### src/rtl/bf16_pkg.sv
// rtl/bf16_pkg.sv - shared bf16 field constants and result-writer FSM state type
package bf16_pkg;

    localparam int          BF16_EXP_MSB  = 14;
    localparam int          BF16_EXP_LSB  = 7;
    localparam logic [7:0]  BF16_EXP_ALL1 = 8'hFF;
    localparam logic [15:0] BF16_ZERO     = 16'h0000;

    typedef enum logic [1:0] {
        ST_IDLE    = 2'd0,
        ST_CAPTURE = 2'd1,
        ST_DONE    = 2'd2
    } wr_state_t;

endpackage

### src/rtl/bf16_result_ram.sv
// rtl/bf16_result_ram.sv - DEPTH x W single-write, registered-read result array (contents not reset)
module bf16_result_ram #(
    parameter int DEPTH = 16,
    parameter int AW    = 4,
    parameter int W     = 17
) (
    input  logic          clk,
    input  logic          we,
    input  logic [AW-1:0] waddr,
    input  logic [W-1:0]  wdata,
    input  logic [AW-1:0] raddr,
    output logic [W-1:0]  rdata
);

    logic [W-1:0] mem [DEPTH];

    // Read samples the pre-write contents, giving read-before-write on an address collision.
    always_ff @(posedge clk) begin
        if (we) begin
            mem[waddr] <= wdata;
        end
        rdata <= mem[raddr];
    end

endmodule

### src/rtl/bf16_fma_result_writer.sv
// rtl/bf16_fma_result_writer.sv - captures a burst of bf16 FMA results into a readable buffer; optional BF16_SPECIAL_DETECT_EN adds Inf/NaN tracking
module bf16_fma_result_writer
    import bf16_pkg::*;
#(
    parameter int DEPTH = 16,
    parameter int AW    = 4
) (
    input  logic          clk,
    input  logic          rst_n,
    input  logic          start,
    input  logic [AW:0]   len,
    input  logic          in_valid,
    output logic          in_ready,
    input  logic [15:0]   in_result,
    input  logic          in_ov,
    output logic          busy,
    output logic          done,
    output logic [AW:0]   wr_count,
    output logic [AW:0]   ov_count,
    input  logic [AW-1:0] rd_addr,
    output logic [15:0]   rd_data,
    output logic          rd_ov
`ifdef BF16_SPECIAL_DETECT_EN
    ,
    output logic [AW:0]   special_count,
    output logic          nan_seen
`endif
);

    localparam logic [AW:0] DEPTH_W = (AW+1)'(DEPTH);
    localparam logic [AW:0] ONE_W   = (AW+1)'(1);

    wr_state_t     state, state_nxt;
    logic [AW:0]   eff_len;
    logic [AW:0]   len_clamped;
    logic [AW-1:0] wptr;
    logic          hs;
    logic          start_acc;
    logic          rd_hit;
    logic [16:0]   ram_q;

    assign len_clamped = (len > DEPTH_W) ? DEPTH_W : len;
    assign start_acc   = start && (state != ST_CAPTURE);
    assign hs          = in_valid && in_ready;

    always_comb begin
        state_nxt = state;
        in_ready  = 1'b0;
        busy      = 1'b0;
        done      = 1'b0;
        case (state)
            ST_IDLE: begin
                if (start) state_nxt = (len_clamped == '0) ? ST_DONE : ST_CAPTURE;
            end
            ST_CAPTURE: begin
                in_ready = 1'b1;
                busy     = 1'b1;
                if (hs && ((wr_count + ONE_W) == eff_len)) state_nxt = ST_DONE;
            end
            ST_DONE: begin
                done = 1'b1;
                if (start) state_nxt = (len_clamped == '0) ? ST_DONE : ST_CAPTURE;
            end
            default: state_nxt = ST_IDLE;
        endcase
    end

    // rd_hit is the registered twin of the RAM read, so entries at or beyond
    // the write count (including a same-cycle write target) read back as zero.
    always_ff @(posedge clk or negedge rst_n) begin
        if (!rst_n) begin
            state    <= ST_IDLE;
            eff_len  <= '0;
            wptr     <= '0;
            wr_count <= '0;
            ov_count <= '0;
            rd_hit   <= 1'b0;
        end else begin
            state  <= state_nxt;
            rd_hit <= ({1'b0, rd_addr} < wr_count);
            if (start_acc) begin
                eff_len  <= len_clamped;
                wptr     <= '0;
                wr_count <= '0;
                ov_count <= '0;
            end else if (hs) begin
                wptr     <= wptr + 1'b1;
                wr_count <= wr_count + ONE_W;
                if (in_ov) ov_count <= ov_count + ONE_W;
            end
        end
    end

`ifdef BF16_SPECIAL_DETECT_EN
    logic exp_all1;
    logic mant_nz;

    assign exp_all1 = (in_result[BF16_EXP_MSB:BF16_EXP_LSB] == BF16_EXP_ALL1);
    assign mant_nz  = (in_result[BF16_EXP_LSB-1:0] != '0);

    always_ff @(posedge clk or negedge rst_n) begin
        if (!rst_n) begin
            special_count <= '0;
            nan_seen      <= 1'b0;
        end else if (start_acc) begin
            special_count <= '0;
            nan_seen      <= 1'b0;
        end else if (hs && exp_all1) begin
            special_count <= special_count + ONE_W;
            if (mant_nz) nan_seen <= 1'b1;
        end
    end
`endif

    bf16_result_ram #(
        .DEPTH (DEPTH),
        .AW    (AW),
        .W     (17)
    ) u_ram (
        .clk   (clk),
        .we    (hs),
        .waddr (wptr),
        .wdata ({in_ov, in_result}),
        .raddr (rd_addr),
        .rdata (ram_q)
    );

    assign rd_data = rd_hit ? ram_q[15:0] : BF16_ZERO;
    assign rd_ov   = rd_hit & ram_q[16];

endmodule

### config.mk
export PLATFORM = sky130hd
export DESIGN_NAME = bf16_fma_result_writer
export DESIGN_NICKNAME = d
export VERILOG_FILES = /design/src/rtl/bf16_pkg.sv /design/src/rtl/bf16_result_ram.sv /design/src/rtl/bf16_fma_result_writer.sv
export SDC_FILE = /design/constraint.sdc
export NUM_CORES = 1
export LEC_CHECK = 0
export CORE_MARGIN = 4
export CORE_UTILIZATION = 45
export CTS_CLUSTER_DIAMETER = 100
export CTS_CLUSTER_SIZE = 30
export DETAILED_ROUTE_END_ITERATION = 7
export GPL_TIMING_DRIVEN = 0
export PLACE_DENSITY = 0.71
export SLEW_MARGIN = 20
export SYNTH_ARGS = -nofsm -noshare
export SYNTH_HDL_FRONTEND = slang
export SYNTH_SLANG_ARGS = --single-unit
### constraint.sdc
create_clock -name clk -period 2.2 [get_ports clk]
set_input_delay 0.33 -clock clk [delete_from_list [all_inputs] [get_ports clk]]
set_output_delay 0.33 -clock clk [all_outputs]
set_load 0.005 [all_outputs]
======== After elaboration in Yosys (flattened, before gate mapping) ========
Memory sizes are Yosys's and may differ from the RTL's. A register that Yosys moved wholly into a read port is not among the register bits.
Cells that the tools add are included.
operators by class
  muxes and demuxes ....................... 17
  $lt $le $gt $ge ......................... 2
  bitwise operators ....................... 1
  equal/unequal tests ..................... 6
  reduce and logical (&&, ||, !) cells .... 10
  add/sub/neg operators ................... 3
operators with widths
  cell                                                                      number
  5-bit two-way mux                                                         6
  16-bit two-way mux                                                        1
  5-bit by 1-bit adder with 5-bit output (second input constant)            2
  4-bit two-way mux                                                         2
  2-bit two-way mux                                                         3
  5-bit == test                                                             1
  5-bit > comparator (second input constant)                                1
  5-bit logical NOT                                                         1
  4-bit by 5-bit less-than comparator with 1-bit output                     1
  4-bit by 1-bit adder with 4-bit output (second input constant)            1
  1-bit two-way mux                                                         4
  2-bit by 1-bit inequality test with 1-bit output (second input constant)  2
  2-bit one-hot mux with 2 select lines                                     1
  2-bit AND reduction                                                       2
  2-bit nonzero test                                                        2
  1-bit logical AND                                                         3
  2-bit by 1-bit == test with 1-bit output (second input constant)          1
  2-bit == test (second input constant)                                     1
  2-bit logical NOT                                                         1
  2-bit inequality test (second input constant)                             1
  2-bit OR reduction                                                        1
  1-bit AND                                                                 1
storage, ports and cells
  memories kept ........................... 1
  output and inout bits ................... 30
  flip-flop bits (word level) ............. 22
  bits of input ports ..................... 30
  logic and storage cells ................. 46
  bits in writable memories ............... 272
memory list
  memory     words  bits a word  rd ports  clocked after memory_dff  wr ports  line                   RTL
  u_ram.mem  16     17           1         1                         1         bf16_result_ram.sv:15  logic [W-1:0] mem [DEPTH];

======== Depth between registers and ports, before layout ========
Gate-level depths: netlist of run 1.
  depth in word-level cells ............... 6
  gate-level depth with buffers ........... 7
  depth with buffers taken out ............ 6

======== Hierarchy ========
Synthesis of run 1 repeated with hierarchy kept, for this count alone.
second synthesis, totals
  cell total of the unflattened synthesis .. 591
  area, all modules ....................... 11918.9 sq um
by module, submodules not included
  module                  area each (sq um)  sequential area each (sq um)  instances  cells each
  bf16_result_ram         10637.7            8508.2                        1          458
  bf16_fma_result_writer  1281.2             550.5                         1          133

======== Least setup slack after synthesis of run 1 ========
OpenSTA, ideal clock, no wires.
  kind .................................... input-to-reg
  start ................................... input port rd_addr[1]
  end ..................................... register u_ram.rdata[0], read port of u_ram.mem
  path slack .............................. 257 ps
  arrival time ............................ 1809 ps
  required time ........................... 2066 ps
  cell stages on the path ................. 5
  setup time .............................. 134 ps
  path buffers ............................ 3
  cell sequence ........................... clkbuf_1 -> buf_2 -> buf_1 -> mux4_2 -> mux4_2
RTL lines
  what             line                          RTL
  start, declared  bf16_fma_result_writer.sv:20  input logic [AW-1:0] rd_addr,
  end, declared    bf16_result_ram.sv:12         output logic [W-1:0] rdata

======== Final worst setup path of run 1 ========
  start ................................... register state[1]
  end ..................................... output port in_ready
between the ends
  word-level cells in the longest chain between the ends .. 2
ends and longest elaborated chain
  what                                      line                          RTL
  start, declared                           bf16_fma_result_writer.sv:33  wr_state_t state, state_nxt;
  start signal, assigned                    bf16_fma_result_writer.sv:79  state <= state_nxt;
  2-bit by 1-bit == test with 1-bit output  bf16_fma_result_writer.sv:51  case (state)
  1-bit two-way mux                         bf16_fma_result_writer.sv:51
  end, declared                             bf16_fma_result_writer.sv:13  output logic in_ready,
Every way passes these cells.

==> results of run 1 <==
[what timing repair did]
action                                  CTS  global route
gates resized for setup                  31             8
pin swaps                                 0             0
endpoints found under the setup margin  306           117
buffers inserted                          1             0
hold endpoints to repair                  0            22
hold buffers                              0             1
[path summary, 6_finish.rpt]
check	to	start	depth (start not counted)	slack (ns)
min in group clk	eff_len[2]	len[2]	3	0.42
worst max register to register	u_ram.mem[10][1]	state[1]	3	0.09
max in group asynchronous	rd_hit	rst_n	2	1.50
worst max-delay path	in_ready	state[1]	4	0.06
worst min register to register	eff_len[2]	eff_len[2]	2	0.50
worst min-delay path	ov_count[4]	rst_n	2	0.33
[cell families (layout without fill, tap and decap cells)]
logic type               Yosys count  after routing  synth area share [%]
flip-flops                       311            311                 75.56
AND/OR/NAND/NOR                   88             88                 3.987
multiplexers                      86             86                 16.30
buffers and inverters             32            116                 1.451
AO/OA/AOI/OAI                     14             14                0.7410
XOR/XNOR                          14             14                 1.023
adder cells (fa/ha/maj)            9              9                0.9393
[state kept, by name, indices dropped and copies added (netlist names)]
register and flops:
u_ram.mem 272, u_ram.rdata 17, eff_len 5, ov_count 5
wr_count 5, wptr 4, state 2, rd_hit 1
[cells in the mapped netlist (all sizes together)]
cell type | count | area [µm²]
or4 | 1 | 7.510
a21o | 2 | 15.01
inv | 7 | 26.28
a22o | 2 | 17.52
nor2b | 1 | 6.260
dfrtp | 22 | 550.5
o21ai | 6 | 30.03
nor3 | 3 | 15.01
and3 | 1 | 6.260
buf | 16 | 113.9
nor2 | 11 | 41.29
nand3 | 2 | 10.01
o32ai | 1 | 8.760
nand3b | 5 | 37.54
edfxtp | 272 | 8168
mux4 | 85 | 1944
nand2 | 20 | 75.07
nand4 | 4 | 25.02
nand2b | 2 | 12.51
and2 | 35 | 219.0
or2 | 1 | 6.260
clkbuf | 9 | 33.78
nor3b | 1 | 7.510
xor2 | 7 | 61.31
and3b | 1 | 8.760
xnor2 | 7 | 61.31
mux2i | 1 | 10.01
ha | 9 | 112.6
a21oi | 2 | 10.01
o21bai | 1 | 7.510
dfxtp | 17 | 340.3
[routing by layer]
metal	wire length [µm]	up-vias	GRT usage [%]
li1	-	2393	-
met1	10160	2884	23.86
met2	11460	205	26.89
met3	1615	25	2.873
met4	306	0	2.549
met5	0	-	0
[area by class of cell]
cell class	count	area (µm²)
inverters	7	26.28
multi-input cells	211	2785
fillers	2030	12650
clock inverters	2	25.02
repair buffers	60	596.8
well taps	335	419.2
flip-flops and latches	311	9060
plain buffers	25	167.7
clock buffers	22	401.6
[report_power, final]
| part | switching, mW | leakage (nW) | internal [mW] |
|---|---|---|---|
| logic | 0.952 | 1.31 | 0.942 |
| registers | 0.250 | 2.88 | 6.90 |
| clock network | 1.70 | 0.205 | 1.30 |
| total | 2.90 | 4.39 | 9.15 |
[critical path: stages, from the launching register on]
cell and delay (ns):
dfrtp_1 0.42, nand2b_1 0.21, inv_1 0.11, buf_4 0.10
clkdlybuf4s50_1 0.49
[per-stage QoR]
stage	worst slack, ns	area [µm²]	util, %	cells
6_report	0.06139	13480	51.59	973
5_1_grt	-0.05225	13480	51.59	973
4_1_cts	0.002013	13460	51.51	972
3_5_place_dp	-0.9795	12990	49.70	947
3_3_place_gp	-0.9303	12990	49.70	947
2_1_floorplan	0.2565	11990	-	554
==> flow_summary.ini, run 1 <==
[timing]
finalSetupViolCount = 0
setup_tns_ns = 0
skew_ns = 0.02075
worst_slew_pin_slew_ns = 0.8264
finalHoldViolCount = 0
slew_viol_final = 0
relSlewSlack_pct = 44.91
max_freq_ghz = 0.4676
fin_crit_sh_pct = 97.21
hold_ws_ns = 0.3336
rsz0062_at_grt = yes
fin_crit_ns = 2.139

[hold_path]
hold_class = in2async

[route]
firstDrtPassIters = 5
drc = 0
drtIter0Drc = 607
via_per_inst = 5.660
ant_nets = 0
wire_per_inst_um = 24.20
wirelength_um = 23540
vias = 5507

[die]
fp.dieW_um = 171.2
io_pins = 60
die-area_mm2 = 0.02932
die_h_um = 171.2
num_rows = 59
start_util_pct = 45.88
core_area_mm2 = 0.02613

[clocking]
clk_latency_ns = 0.50
cts.clk_slew.worst_paths_ns = 0.11
numCtsBuffers = 14
cts_tree = done
cts_max_level = 1
clkSinkCount = 311
cts_buffer_depth = 3
cts_root_buf = clkbuf_16

[final_layout]
drive_above_1_share_pct = 21.00
area_growth_pct = 12.45
nets = 669
layout_commonest_cell = edfxtp_1
final_cell_mix = 272 x edfxtp_1, 77 x mux4_2, 57 x clkdlybuf4s50_1
diodes = 0

[logic_synthesis]
syn_nets = 593
seq_area_frac_synth_pct = 75.56
syn_area_mm2 = 0.01199
syn_avg_cell_area_um2 = 21.64
yosys_warnings = 0
yosysUniqueCellTypes = 37
syn_inst = 554
ys_ff_latch = 311

[setup_path]
cp.arrival_ns = 1.81
endpoint_kind = output pin
crit_path_max_fanout = 5
required_ns = 1.87
cp-start-kind = register
worstSetupPathType = reg2out

[global_routing]
grt_start_max_net_pins = 32
track_usage_pct = 16.35
grt_pass1_vias = 5809
grt_pass1_wl_um = 35590
grt_antenna_before_repair = 0
grt_overflow_total = 0

[run]
cap_violations = 0

[placement]
dp_hpwl_um = 14480
gp_congestion = 0.7833
port_buffers = 58

[power_and_ir_drop]
p_per_area_mw_per_mm2 = 893.8
leakage_nw = 4.395
p_total_mw = 12.05
ir_worst_vdd_v = 0.0006241

[status]
status = complete, no violations
Note: power is estimated with default switching activity, not from simulation.
==> run 2, diff against run 1 <==
Settings changed: CORE_MARGIN 4 to default.
==> flow_summary.ini, run 2 (synthesis gave the netlist of run 1 again) <==
[status]
status = finished, violations left
violations = DRC

[setup_path]
crit_end = u_ram.mem[0][7]
worstSetupPathType = reg2reg
crit_path_max_fanout = 17
endpoint_kind = register
r2r_cells = 3
r2r-start = state[1]
worstReg2RegEnd = u_ram.mem[0][7]
cp-start-kind = register
crit_start = state[1]
cp.arrival_ns = 2.32
required_ns = 2.34
rrSetupSlack_ns = 0.01

[route]
vias = 5468
drc = 10
via_per_inst = 5.614
wire_per_inst_um = 24.24
drtIter0Drc = 626
ant_nets = 0
wirelength_um = 23610
firstDrtPassIters = 7

[die]
die_h_um = 165.2
fp.dieW_um = 165.2
num_rows = 59
start_util_pct = 45.88
core_area_mm2 = 0.02613
die-area_mm2 = 0.02730
io_pins = 60

[final_layout]
area_growth_pct = 12.52
final_cell_mix = 272 x edfxtp_1, 77 x mux4_2, 57 x clkdlybuf4s50_1
layout.cells.non_filler = 974
fin_util_pct = 51.62
seqCellArea_mm2 = 0.009060
reg.largest.list = u_ram.mem: 272 flops, u_ram.rdata: 17 flops
layout_commonest_cell = edfxtp_1
nets = 670
diodes = 0
fill_cells = 2043
multi_input_area_mm2 = 0.002791
drive_above_1_share_pct = 21.13
regMostFlops = u_ram.mem
largest_reg_flops = 272

[power_and_ir_drop]
ir_worst_vdd_v = 0.0006211
p_per_area_mw_per_mm2 = 892.4
leakage_nw = 4.400

[timing]
finalHoldViolCount = 0
max_freq_ghz = 0.4570
finalSetupViolCount = 0
slew_viol_final = 0
skew_ns = 0.01795
fin_crit_ns = 2.188
worst_slew_pin_slew_ns = 0.8803
relSlewSlack_pct = 41.31
rsz0062_at_grt = yes
fin_crit_sh_pct = 99.46

[placement]
port_buffers = 58
gp_congestion = 0.7836
dp_cells = 947
dp_hpwl_um = 14320

[global_routing]
grt_overflow_total = 0
grt_pass1_wl_um = 35630
track_usage_pct = 18.25
grt_antenna_before_repair = 0
grt_pass1_vias = 5770
grt_start_max_net_pins = 32

[clocking]
cts_max_level = 1
numCtsBuffers = 14
cts.clk_slew.worst_paths_ns = 0.11
clk_latency_ns = 0.50
cts_buffer_depth = 3
cts_root_buf = clkbuf_16
cts_tree = done
clkSinkCount = 311

[hold_path]
hold_class = in2async

[run]
cap_violations = 0
## run 2: changes by cell type in the layout (fill, tap and decap cells not counted), moves of 2 or more
cell,change
and2_2,-3
and2_4,+2
buf_4,+3
clkbuf_4,-2
## run 2: layout make-up
type / instances / area share (%)
Sequential cell: 311 / 67.16
Multi-Input combinational cell: 211 / 20.69
Timing Repair Buffer: 61 / 4.452
Tap cell: 335 / 3.107
Clock buffer: 21 / 2.949
Buffer: 25 / 1.271
Inverter: 7 / 0.1948
Clock inverter: 3 / 0.1762
## run 2: where the power goes
| group | switching, mW | internal (mW) | leakage (nW) | total, mW |
|---|---|---|---|---|
| Sequential | 0.248 | 6.91 | 2.88 | 7.15 |
| Clock | 1.70 | 1.30 | 0.204 | 3.00 |
| Combinational | 0.946 | 0.940 | 1.31 | 1.89 |
| Total | 2.89 | 9.15 | 4.40 | 12.0 |
## run 2: worst min-delay path by stage
stage                     startpoint     endpoint  slack [ns]  cells after the start
after global placement    eff_len[3]   eff_len[3]        0.48                      2
after CTS                      rst_n  ov_count[4]        0.39                      1
final                          rst_n  ov_count[1]        0.32                      2
after floorplan                rst_n   eff_len[0]        0.03                      0
after global routing           rst_n  ov_count[1]        0.36                      2
after detailed placement  eff_len[0]   eff_len[0]        0.48                      2
## run 2: through the flow
stage	hold slack (ns)	setup TNS (ns)	power, mW	area, µm²	setup slack [ns]
6_report	0.3154	0	12.04	13490	0.01191
5_1_grt	0.3609	-1.798	12.53	13490	-0.06243
4_1_cts	0.3855	0	12.11	13470	0.007476
3_5_place_dp	0.4764	-180.93	9.131	12990	-0.9702
3_3_place_gp	0.4814	-144.16	9.015	12990	-0.9126
2_1_floorplan	0.03441	0	8.246	11990	0.2565
## run 2: worst max-delay path, cell delays in order (launching register included)
cell	delay, ns
dfrtp_1	0.44
nand3b_1	0.37
nor3_1	0.39
and2_2	0.61
## run 2: what timing repair did
item	4_1_cts	5_1_grt
endpoints found under the hold margin	0	22
setup buffers	2	0
setup endpoints to repair	301	142
hold buffers	0	1
pin swaps	0	0
gates resized for setup	36	7
## run 2: routing by layer
layer | share of wire, % | vias up | track usage (%)
met1 | 42 | 2879 | 25.16
met4 | 1.8 | 0 | 4.462
met2 | 51 | 171 | 30.96
met5 | 0 | - | 0
met3 | 4.9 | 29 | 2.348
li1 | - | 2389 | -
